[src/rtl/cycle_timer.sv]
// Prescaled down-counting run timer with pause, abort, retrigger and auto-reload.
// All outputs come straight from registers; the next-state logic sits in one comb block.
module cycle_timer #(
  parameter int WIDTH    = 8,
  parameter int PRESCALE = 1000
) (
  input  logic             clk,
  input  logic             reset,
  input  logic             start,
  input  logic [WIDTH-1:0] duration,
  input  logic             pause,
  input  logic             abort,
  input  logic             auto_reload,
  output logic [WIDTH-1:0] count,
  output logic             busy,
  output logic             done,
  output logic [1:0]       state
);

  localparam int PS_W = (PRESCALE > 1) ? $clog2(PRESCALE) : 1;
  localparam logic [PS_W-1:0] PS_MAX = PS_W'(PRESCALE - 1);

  typedef enum logic [1:0] {
    IDLE   = 2'b00,
    RUN    = 2'b01,
    PAUSED = 2'b10
  } state_t;

  state_t            st, st_nxt;
  logic [PS_W-1:0]   ps, ps_nxt;
  logic [WIDTH-1:0]  rl, rl_nxt;
  logic [WIDTH-1:0]  count_nxt;
  logic              done_nxt;

  function automatic logic [WIDTH-1:0] dec_sat(input logic [WIDTH-1:0] v);
    return (v == '0) ? '0 : v - 1'b1;
  endfunction

  always_ff @(posedge clk) begin
    if (reset) begin
      st    <= IDLE;
      count <= '0;
      ps    <= '0;
      rl    <= '0;
      done  <= 1'b0;
      busy  <= 1'b0;
    end else begin
      st    <= st_nxt;
      count <= count_nxt;
      ps    <= ps_nxt;
      rl    <= rl_nxt;
      done  <= done_nxt;
      busy  <= (st_nxt != IDLE);
    end
  end

  always_comb begin
    st_nxt    = st;
    count_nxt = count;
    ps_nxt    = ps;
    rl_nxt    = rl;
    done_nxt  = 1'b0;
    if (abort) begin
      // abort always swallows a coincident start, even when already idle
      if (st != IDLE) begin
        st_nxt    = IDLE;
        count_nxt = '0;
        ps_nxt    = '0;
      end
    end else if (start) begin
      count_nxt = duration;
      rl_nxt    = duration;
      ps_nxt    = '0;
      if (duration != '0) begin
        st_nxt = RUN;
      end else begin
        st_nxt   = IDLE;
        done_nxt = 1'b1;
      end
    end else if (st != IDLE) begin
      if (pause) begin
        st_nxt = PAUSED;
      end else begin
        // leaving PAUSED counts this edge, so a pause of N cycles delays expiry by exactly N
        st_nxt = RUN;
        if (ps == PS_MAX) begin
          ps_nxt = '0;
          if (count == WIDTH'(1)) begin
            done_nxt = 1'b1;
            if (auto_reload) begin
              count_nxt = rl;
            end else begin
              count_nxt = '0;
              st_nxt    = IDLE;
            end
          end else if (count == '0) begin
            st_nxt = IDLE;
          end else begin
            count_nxt = dec_sat(count);
          end
        end else begin
          ps_nxt = ps + 1'b1;
        end
      end
    end
  end

  assign state = st;

endmodule

[config.mk]
export PLATFORM = sky130hd
export DESIGN_NAME = cycle_timer
export DESIGN_NICKNAME = d
export VERILOG_FILES = /design/src/rtl/cycle_timer.sv
export SDC_FILE = /design/constraint.sdc
export NUM_CORES = 1
export LEC_CHECK = 0
export CORE_AREA = 2 2 73 75
export CTS_BUF_LIST = sky130_fd_sc_hd__clkbuf_4 sky130_fd_sc_hd__clkbuf_8
export CTS_CLUSTER_SIZE = 12
export DETAILED_ROUTE_END_ITERATION = 8
export DIE_AREA = 0 0 75 77
export HOLD_SLACK_MARGIN = 0.02
export PLACE_DENSITY = 0.56
export SLEW_MARGIN = 20
export SYNTH_ARGS = -nofsm -noshare
export SYNTH_HDL_FRONTEND = slang
export SYNTH_SLANG_ARGS = --single-unit
[constraint.sdc]
create_clock -name clk -period 2.7 [get_ports clk]
set_clock_uncertainty 0.05 [all_clocks]
set_input_delay 0.27 -clock clk [delete_from_list [all_inputs] [get_ports clk]]
set_output_delay 0.27 -clock clk [all_outputs]
set_load 0.05 [all_outputs]
==> results of run 1 <==
-- per-layer routing --
metal	GRT usage [%]	part of all wire (%)	wire [um]
met1	20.0	47	1840
met2	22.3	47	1860
met3	3.29	3.7	146
met4	5.54	1.8	71
met5	0	0	0
-- report_power, final --
part           switching (mW)  internal (mW)
sequential             0.0257          0.463
combinational           0.160          0.115
clock                   0.172          0.271
total                   0.357          0.849
-- cells in the final DEF, fill, tap and decap left out, types with 5 or more instances in the layout --
master,n
a311oi_1,6
nor4_1,6
buf_4,6
xnor2_1,9
clkbuf_8,5
nand2_1,25
nor2_1,22
nor3_1,10
a21oi_1,12
and3_1,5
clkdlybuf4s50_1,25
dfxtp_1,30
o21ai_0,8
-- worst register-to-register path: cells and delay by family, from the launching register on --
family	cells	cell delay, ps
AO/OA/AOI/OAI	3	630
AND/OR/NAND/NOR	2	460
flip-flops	1	440
adder cells (fa/ha/maj)	1	260
buffers and inverters	1	110
-- flip-flops by register name (all words and copies together) (netlist names) --
register and flops:
ps 10, busy 1, done 1, state 2, rl 8, count 8
-- cells by family (layout without fill, tap and decap cells) --
| kind of cell | count (synthesis) | in the layout | synth area share [%] |
|---|---|---|---|
| AND/OR/NAND/NOR | 94 | 94 | 30.6 |
| AO/OA/AOI/OAI | 39 | 39 | 16.7 |
| flip-flops | 30 | 30 | 38.7 |
| XOR/XNOR | 13 | 13 | 7.33 |
| buffers and inverters | 9 | 41 | 2.74 |
| adder cells (fa/ha/maj) | 4 | 4 | 3.22 |
| multiplexers | 1 | 1 | 0.725 |
-- final timing paths --
kind	cells after the start	slack (ps)	end
max	7	630	busy
min	2	400	rl[4]
max reg2reg	7	630	busy
min reg2reg	2	400	rl[4]
-- cell usage after synthesis, types with 2 or more instances --
| cell | count |
|---|---|
| a211o_1 | 2 |
| nor4_1 | 6 |
| clkbuf_1 | 4 |
| o21a_1 | 2 |
| ha_1 | 4 |
| a31oi_1 | 2 |
| o21ai_0 | 8 |
| or3_1 | 3 |
| nand2_1 | 25 |
| nand2b_1 | 4 |
| nor2b_1 | 2 |
| nand3b_1 | 2 |
| nor3_1 | 10 |
| nor2_1 | 22 |
| and3_1 | 5 |
| nand4_1 | 3 |
| or2_2 | 2 |
| nand3_1 | 4 |
| inv_1 | 2 |
| a21oi_1 | 12 |
| a211oi_1 | 3 |
| dfxtp_1 | 30 |
| xor2_1 | 4 |
| a311oi_1 | 6 |
| xnor2_1 | 9 |
-- through the flow --
step	total power, mW	instances	hold WS [ps]
after global routing	1.27	292	424
after CTS	1.22	292	404
final	1.21	292	400
after global placement	0.776	284	388
after floorplan	0.680	190	299
after detailed placement	0.772	284	395
-- layout make-up --
| class | count | area, sq um | share of cell area, % |
|---|---|---|---|
| clock buffer | 5 | 68.8 | 3.42 |
| tap | 70 | 87.6 | 4.36 |
| multi-input combinational | 151 | 910 | 45.3 |
| sequential | 30 | 601 | 29.9 |
| timing repair buffer | 31 | 295 | 14.7 |
| inverter | 2 | 7.51 | 0.374 |
| clock inverter | 3 | 40.0 | 1.99 |
==> summary.md, run 1 <==
| Metric | Value |
|---|---|
| Final critical-path share of the clock period | `about 77%` |
| Die Ht | `77 um` |
| First-pass GRT wire length | `6510 um` |
| Vias | `~1400` |
| Detailed placement HPWL | `2960 um` |
| Routed vias/inst | `between 4 and 5` |
| Pins Over Slew Limit | `0` |
| Syn avg cell area | `approximately 8.2 sq um` |
| Starting Density | `a little over 30%` |
| CTS Buffer Depth | `2` |
| Synth Instances | `190` |
| DIE AREA | `between 5000 and 6000 sq um` |
| Wirelength, routed | `approximately 3900 um` |
| Area after DPL | `1900 sq um` |
| Syn Nets | `208` |
| Fillers | `roughly 520` |
| DRC | `0` |
| FP Rows | `26` |
| CP arrival | `around 2200 ps` |
| Area grow syn2layout | `29.4%` |
| Worst Path Required | `2810 ps` |
| # setup viols final | `0` |
| Slew @ Worst Pin | `632 ps` |
| Max Cap Viol | `0` |
| Critical path class | `flop to flop` |
| Clock-pin slew on the worst setup and hold paths | `70 ps` |
| Status | `completed` |
| Worst-Skew Late Latency | `around 280 ps` |
| Total clock sinks | `30` |
| Largest net degree at the start of global routing | `18` |
| CTS Buf Count | `5` |
| Slowest CP cell | `dfxtp_1` |
| Core footprint | `4980 sq um` |
| Setup_tns | `0 ps` |
| Worst r2r src | `count[1]` |
| Max incr delay on CP | `about 440 ps` |
| VDD IR max | `between 0.3 and 0.4 mV` |
| First-pass DRT Iterations | `4` |
| Post-CTS Setup Bufs | `0` |
| Layout cells sized above 1 | `9.01%` |
| Critical path launch point type | `flop` |
| Wire per inst | `around 13 um` |
| Min-delay src | `rl[4]` |
| Netlist Area Pre-Place | `1550 sq um` |
| Setup WS post-layout | `around 630 ps` |
| CP Capture Type | `flop` |
| Crit path top cell by count | `a211oi_1` |
| Initial antenna violation count | `0` |
| DIE WIDTH | `about 75 um` |
| Cell leakage power | `between 0.6 and 0.7 nW` |
| Synth area leaders | `dfxtp_1 (39%), nand2_1 (6.0%), nor2_1 (5.3%)` |
| Worst-path cell chain | `inv_1 -> ha_1 -> nand2b_1 -> a211oi_1 -> a211oi_1 -> o21a_1 -> or2_2` |
| Vias in the first global route | `about 1300` |
| Async SR Flop Fraction | `0%` |
| Max_slew headroom | `57.4%` |
| Synth top area share | `between 30% and 40%` |
| CP startpoint | `count[1]` |
| #FFs+latches synth | `30` |
| Worst path bufs/invs | `1` |
| Gr usage total | `around 15%` |
| Netlist cell types | `39` |
| Fin. Hold Viols | `0` |
| Antenna-violating nets left | `0` |
| PwrDens | `601 nW/um^2` |
| Crit-path max FO | `6` |
| Post-layout min period | `a little over 2000 ps` |
| RSZ-0062 raised after global routing | `false` |
| Ports | `26` |
| CTS root buf | `clkbuf_8` |
| Post-synth EDFFs | `0` |
| I/O Buffers | `25` |
| Yosys warning count | `0` |
| Post-Layout Inst Area | `between 2000 and 2500 sq um` |
| Hold WC Path Type | `flop to flop` |
| CTS HTree Levels | `2` |
| Seq/Total Area, Yosys | `around two fifths` |
| ANT cells | `0` |
| GP Congestion | `a little over 0.8` |
| Grt total ovfl | `0` |
| Initial detailed-routing violation count | `around 130` |
| Final Util | `40.4%` |
| Synth Flop Type | `dfxtp_1` |
| Top Family by Delay on Critical Path | `compound AO/OA/AOI/OAI gates` |
| Cell taking the most area after synthesis | `dfxtp_1` |
| CTS tree | `yes` |
| Hold buffers post-CTS | `0` |
| Worst slack, placed | `approximately 400 ps` |
| Post_cts resized | `0` |
| FMAX | `0.483 GHz` |
| Layout net count | `239` |
Power figures use the tool's default switching activity.
==> inputs of run 2 (changes only) <==
- clock period: 2.7 -> 1.92 ns (I/O delays scaled with it)
==> summary.md, run 2 (synthesized netlist as in run 1, its figures left out) <==
| Metric | Value |
|---|---|
| # setup viols final | `0` |
| CTS HTree Levels | `2` |
| Clock-pin slew on the worst setup and hold paths | `~60 ps` |
| Setup_tns | `0 ps` |
| FMAX | `approximately 0.54 GHz` |
| FP Rows | `26` |
| Reg-to-reg slack, setup | `roughly 100 ps` |
| Routed vias/inst | `a little under 5` |
| DIE AREA | `5780 sq um` |
| Vias | `approximately 1500` |
| CP Capture Type | `primary output` |
| Largest net degree at the start of global routing | `17` |
| VDD IR max | `0.471 mV` |
| Fin. Hold Viols | `0` |
| CTS Buf Count | `5` |
| Vias in the first global route | `about 1500` |
| Worst Path Required | `approximately 1700 ps` |
| Antenna-violating nets left | `0` |
| Critical path class | `flop to primary output` |
| Post-Layout Inst Area | `between 2000 and 2500 sq um` |
| Total clock sinks | `30` |
| Layout net count | `258` |
| Slew @ Worst Pin | `between 500 and 600 ps` |
| Initial detailed-routing violation count | `78` |
| First-pass DRT Iterations | `4` |
| Biggest regs | `ps (10), count (8), rl (8)` |
| CTS Buffer Depth | `2` |
| Status | `completed` |
| Hold WS | `402 ps` |
| Gr usage total | `between 15 and 20%` |
| Setup WS post-layout | `just under 80 ps` |
| CTS tree | `yes` |
| Total power | `~1.7 mW` |
| Crit-path max FO | `5` |
| Max_slew headroom | `59.7%` |
| Layout cells sized above 1 | `between 20% and 30%` |
| Critical path launch point type | `flop` |
| Hold WC Path Type | `flop to flop` |
| Core footprint | `4980 sq um` |
| Fillers | `493` |
| CTS root buf | `clkbuf_8` |
| Final Util | `44.2%` |
| Final critical-path share of the clock period | `between 90% and 100%` |
| Worst slack, placed | `-117 ps` |
| PwrDens | `about 760 nW/um^2` |
| Detailed placement HPWL | `3220 um` |
| Starting Density | `a little under a third` |
| Grt total ovfl | `0` |
| Max FFs per register | `10` |
| Max Cap Viol | `0` |
| Initial antenna violation count | `0` |
| Area grow syn2layout | `41.6%` |
| Wirelength, routed | `between 4000 and 5000 um` |
| Worst-Skew Late Latency | `290 ps` |
| Non-Filler Instances | `between 300 and 400` |
| Cell leakage power | `about 0.79 nW` |
| Most frequent cells in the layout | `nand2_1 (25), dfxtp_1 (25), clkdlybuf4s50_1 (25), buf_4 (24), nor2_1 (22)` |
| Hold buffers post-CTS | `0` |
| Area after DPL | `roughly 2100 sq um` |
| DIE WIDTH | `75 um` |
| ANT cells | `0` |
| RSZ-0062 raised after global routing | `false` |
| Pins Over Slew Limit | `0` |
| Ports | `26` |
| CP arrival | `1600 ps` |
| Die Ht | `77 um` |
| First-pass GRT wire length | `just over 7000 um` |
| DRC | `0` |
| Biggest register | `ps` |
| GP Congestion | `0.827` |
| I/O Buffers | `25` |
| Wire per inst | `13.4 um` |
| Placed cell count | `~300` |
| Post-layout min period | `about 1800 ps` |
run 2: path summary, 6_finish.rpt:
path | cells past startpoint | from | to
worst max-delay path | 2 | count[2] | count[2]
worst min-delay path | 2 | rl[0] | rl[0]
worst max register to register | 6 | ps[3] | count[0]
worst min register to register | 2 | rl[0] | rl[0]
run 2: area by class of cell:
class | count | area, sq um | area share [%]
multi-input cells | 151 | 953 | 43.4
clock buffers | 7 | 90.1 | 4.10
repair buffers | 50 | 450 | 20.5
flip-flops and latches | 30 | 609 | 27.7
well taps | 70 | 87.6 | 3.98
inverters | 2 | 7.51 | 0.341
run 2: metal layers:
metal  part of all wire, %  global-route usage (%)
met5                     0                       0
met4                   2.6                    9.11
met3                   2.7                    3.94
met2                    48                    24.7
met1                    46                    21.3
run 2: power by group:
group          internal, mW  switching, mW
clock                 0.298          0.234
combinational         0.205          0.258
sequential            0.653         0.0231
run 2: worst max-delay path, stage by stage, from the launching register on:
cell and delay, ps:
dfxtp_2 380, buf_4 140, clkdlybuf4s50_1 790
run 2: timing repair:
item                       CTS  global route
resized for setup            1             7
cloned                       0             0
setup buffers                0             0
pin swaps                    0             2
setup endpoints to repair    6             5
==> inputs of run 3 (changes only) <==
- CORE_AREA: 2 2 73 75 -> 2 2 102 55
- DIE_AREA: 0 0 75 77 -> 0 0 104 57
- PLACE_DENSITY: 0.56 -> 0.55
==> summary.md, run 3 (synthesized netlist as in run 1, its figures left out) <==
| Metric | Value |
|---|---|
| Worst Path Required | `2040 ps` |
| Gr usage total | `between 10% and 20%` |
| Wirelength, routed | `4730 um` |
| Commonest non-fill, non-tap cell in the layout | `buf_4` |
| GP Congestion | `between 0.8 and 0.9` |
| CTS Buf Count | `5` |
| Critical path launch point type | `input port` |
| Worst slack, placed | `-213 ps` |
| Fin. Hold Viols | `0` |
| Layout cells sized above 1 | `27.0%` |
| VDD IR max | `approximately 0.25 mV` |
| Routed vias/inst | `roughly 4.9` |
| First-pass GRT wire length | `roughly 7600 um` |
| RSZ-0062 raised after global routing | `true` |
| Starting Density | `30.2%` |
| Wire per inst | `14.5 um` |
| Final Util | `between 40 and 50%` |
| Detailed placement HPWL | `approximately 3700 um` |
| CTS tree | `yes` |
| Worst Hold Depth | `2` |
| Most frequent cells in the layout | `buf_4 (33), nand2_1 (25), clkdlybuf4s50_1 (25), dfxtp_1 (23), nor2_1 (18)` |
| Biggest regs | `ps (10), count (8), rl (8)` |
| Cell leakage power | `~0.85 nW` |
| Crit-path max FO | `5` |
| Initial antenna violation count | `0` |
| Initial detailed-routing violation count | `120` |
| Hold WC Path Type | `flop to flop` |
| PwrDens | `roughly 740 nW/um^2` |
| Layout net count | `~270` |
| Core footprint | `roughly 5100 sq um` |
| Die Ht | `roughly 57 um` |
| Antenna-violating nets left | `0` |
| Worst reg2reg path depth | `5` |
| CP arrival | `approximately 2000 ps` |
| Max FFs per register | `10` |
| Clock-pin slew on the worst setup and hold paths | `roughly 60 ps` |
| Area grow syn2layout | `48.2%` |
| Area after DPL | `around 2100 sq um` |
| CTS HTree Levels | `2` |
| Largest net degree at the start of global routing | `11` |
| CP Capture Type | `flop` |
| Status | `completed` |
| DRC | `0` |
| Total clock sinks | `30` |
| FMAX | `roughly 0.53 GHz` |
| Pins Over Slew Limit | `0` |
| Vias | `between 1500 and 2000` |
| FP Rows | `19` |
| CTS Buffer Depth | `2` |
| Biggest register | `ps` |
| Post-layout min period | `around 1900 ps` |
| Vias in the first global route | `~1400` |
| DIE AREA | `approximately 6000 sq um` |
| Hold WS | `~400 ps` |
| First-pass DRT Iterations | `5` |
| Setup WS post-layout | `slightly above 40 ps` |
| Total power | `between 1.5 and 2 mW` |
| Ports | `26` |
| ANT cells | `0` |
| I/O Buffers | `25` |
| Slew @ Worst Pin | `~580 ps` |
| Worst-Skew Late Latency | `approximately 280 ps` |
| # setup viols final | `0` |
| Max_slew headroom | `between 60% and 70%` |
| DIE WIDTH | `104 um` |
| Grt total ovfl | `0` |
| Max Cap Viol | `0` |
| Final critical-path share of the clock period | `97.9%` |
| Critical path class | `input port to flop` |
| Post-Layout Inst Area | `2300 sq um` |
| CTS root buf | `clkbuf_8` |
==> run 3: cell count changes in the layout (fill, tap and decap cells not counted), sizes merged <==
cell    change
clkbuf      +1
buf        +11
==> run 3: what timing repair did <==
action                                 4_1_cts  5_1_grt
endpoints found under the hold margin        0        0
hold buffers                                 0        0
cloned                                       0        0
resized for setup                            1       16
pin swaps                                    1       11
setup endpoints to repair                   18        9
buffers inserted                             3        1
==> run 3: final cells by class <==
type,count,area [sq um]
inverters,2,7.51
repair buffers,61,532
clock buffers,8,91.3
multi-input cells,151,967
flip-flops and latches,30,612
well taps,73,91.3
fillers,535,2830
==> run 3: power breakdown <==
group	internal [mW]	leakage (nW)	switching (mW)	total, mW
combinational	0.223	0.556	0.272	0.495
sequential	0.653	0.248	0.0308	0.684
clock	0.299	0.0498	0.217	0.516
==> run 3: worst max-delay path, stage by stage <==
cell and delay (ps):
clkdlybuf4s50_1 450, buf_4 160, or2_2 320, nor4_4 380, nor3_4 100, buf_6 140
a311oi_1 250
==> run 3: final timing paths <==
path | startpoint | to | slack (ps)
max | abort | count[0] | 40
min | rl[0] | rl[0] | 410
max reg2reg | ps[4] | count[0] | 40
min reg2reg | rl[0] | rl[0] | 410
==> run 3: routing by layer <==
layer  up-vias  global-route usage (%)  share of wire (%)
li1        805                       -                  -
met1       737                    29.1                 58
met2        59                    17.6                 33
met3         2                    4.91                8.3
met4         0                    5.21               0.40
met5         -                       0                  0
==> run 3: metrics by stage <==
stage,TNS (ps),std cells
2_1_floorplan,0,190
5_1_grt,-452,325
3_5_place_dp,-2140,313
6_report,0,325
4_1_cts,0,324
3_3_place_gp,-1820,313
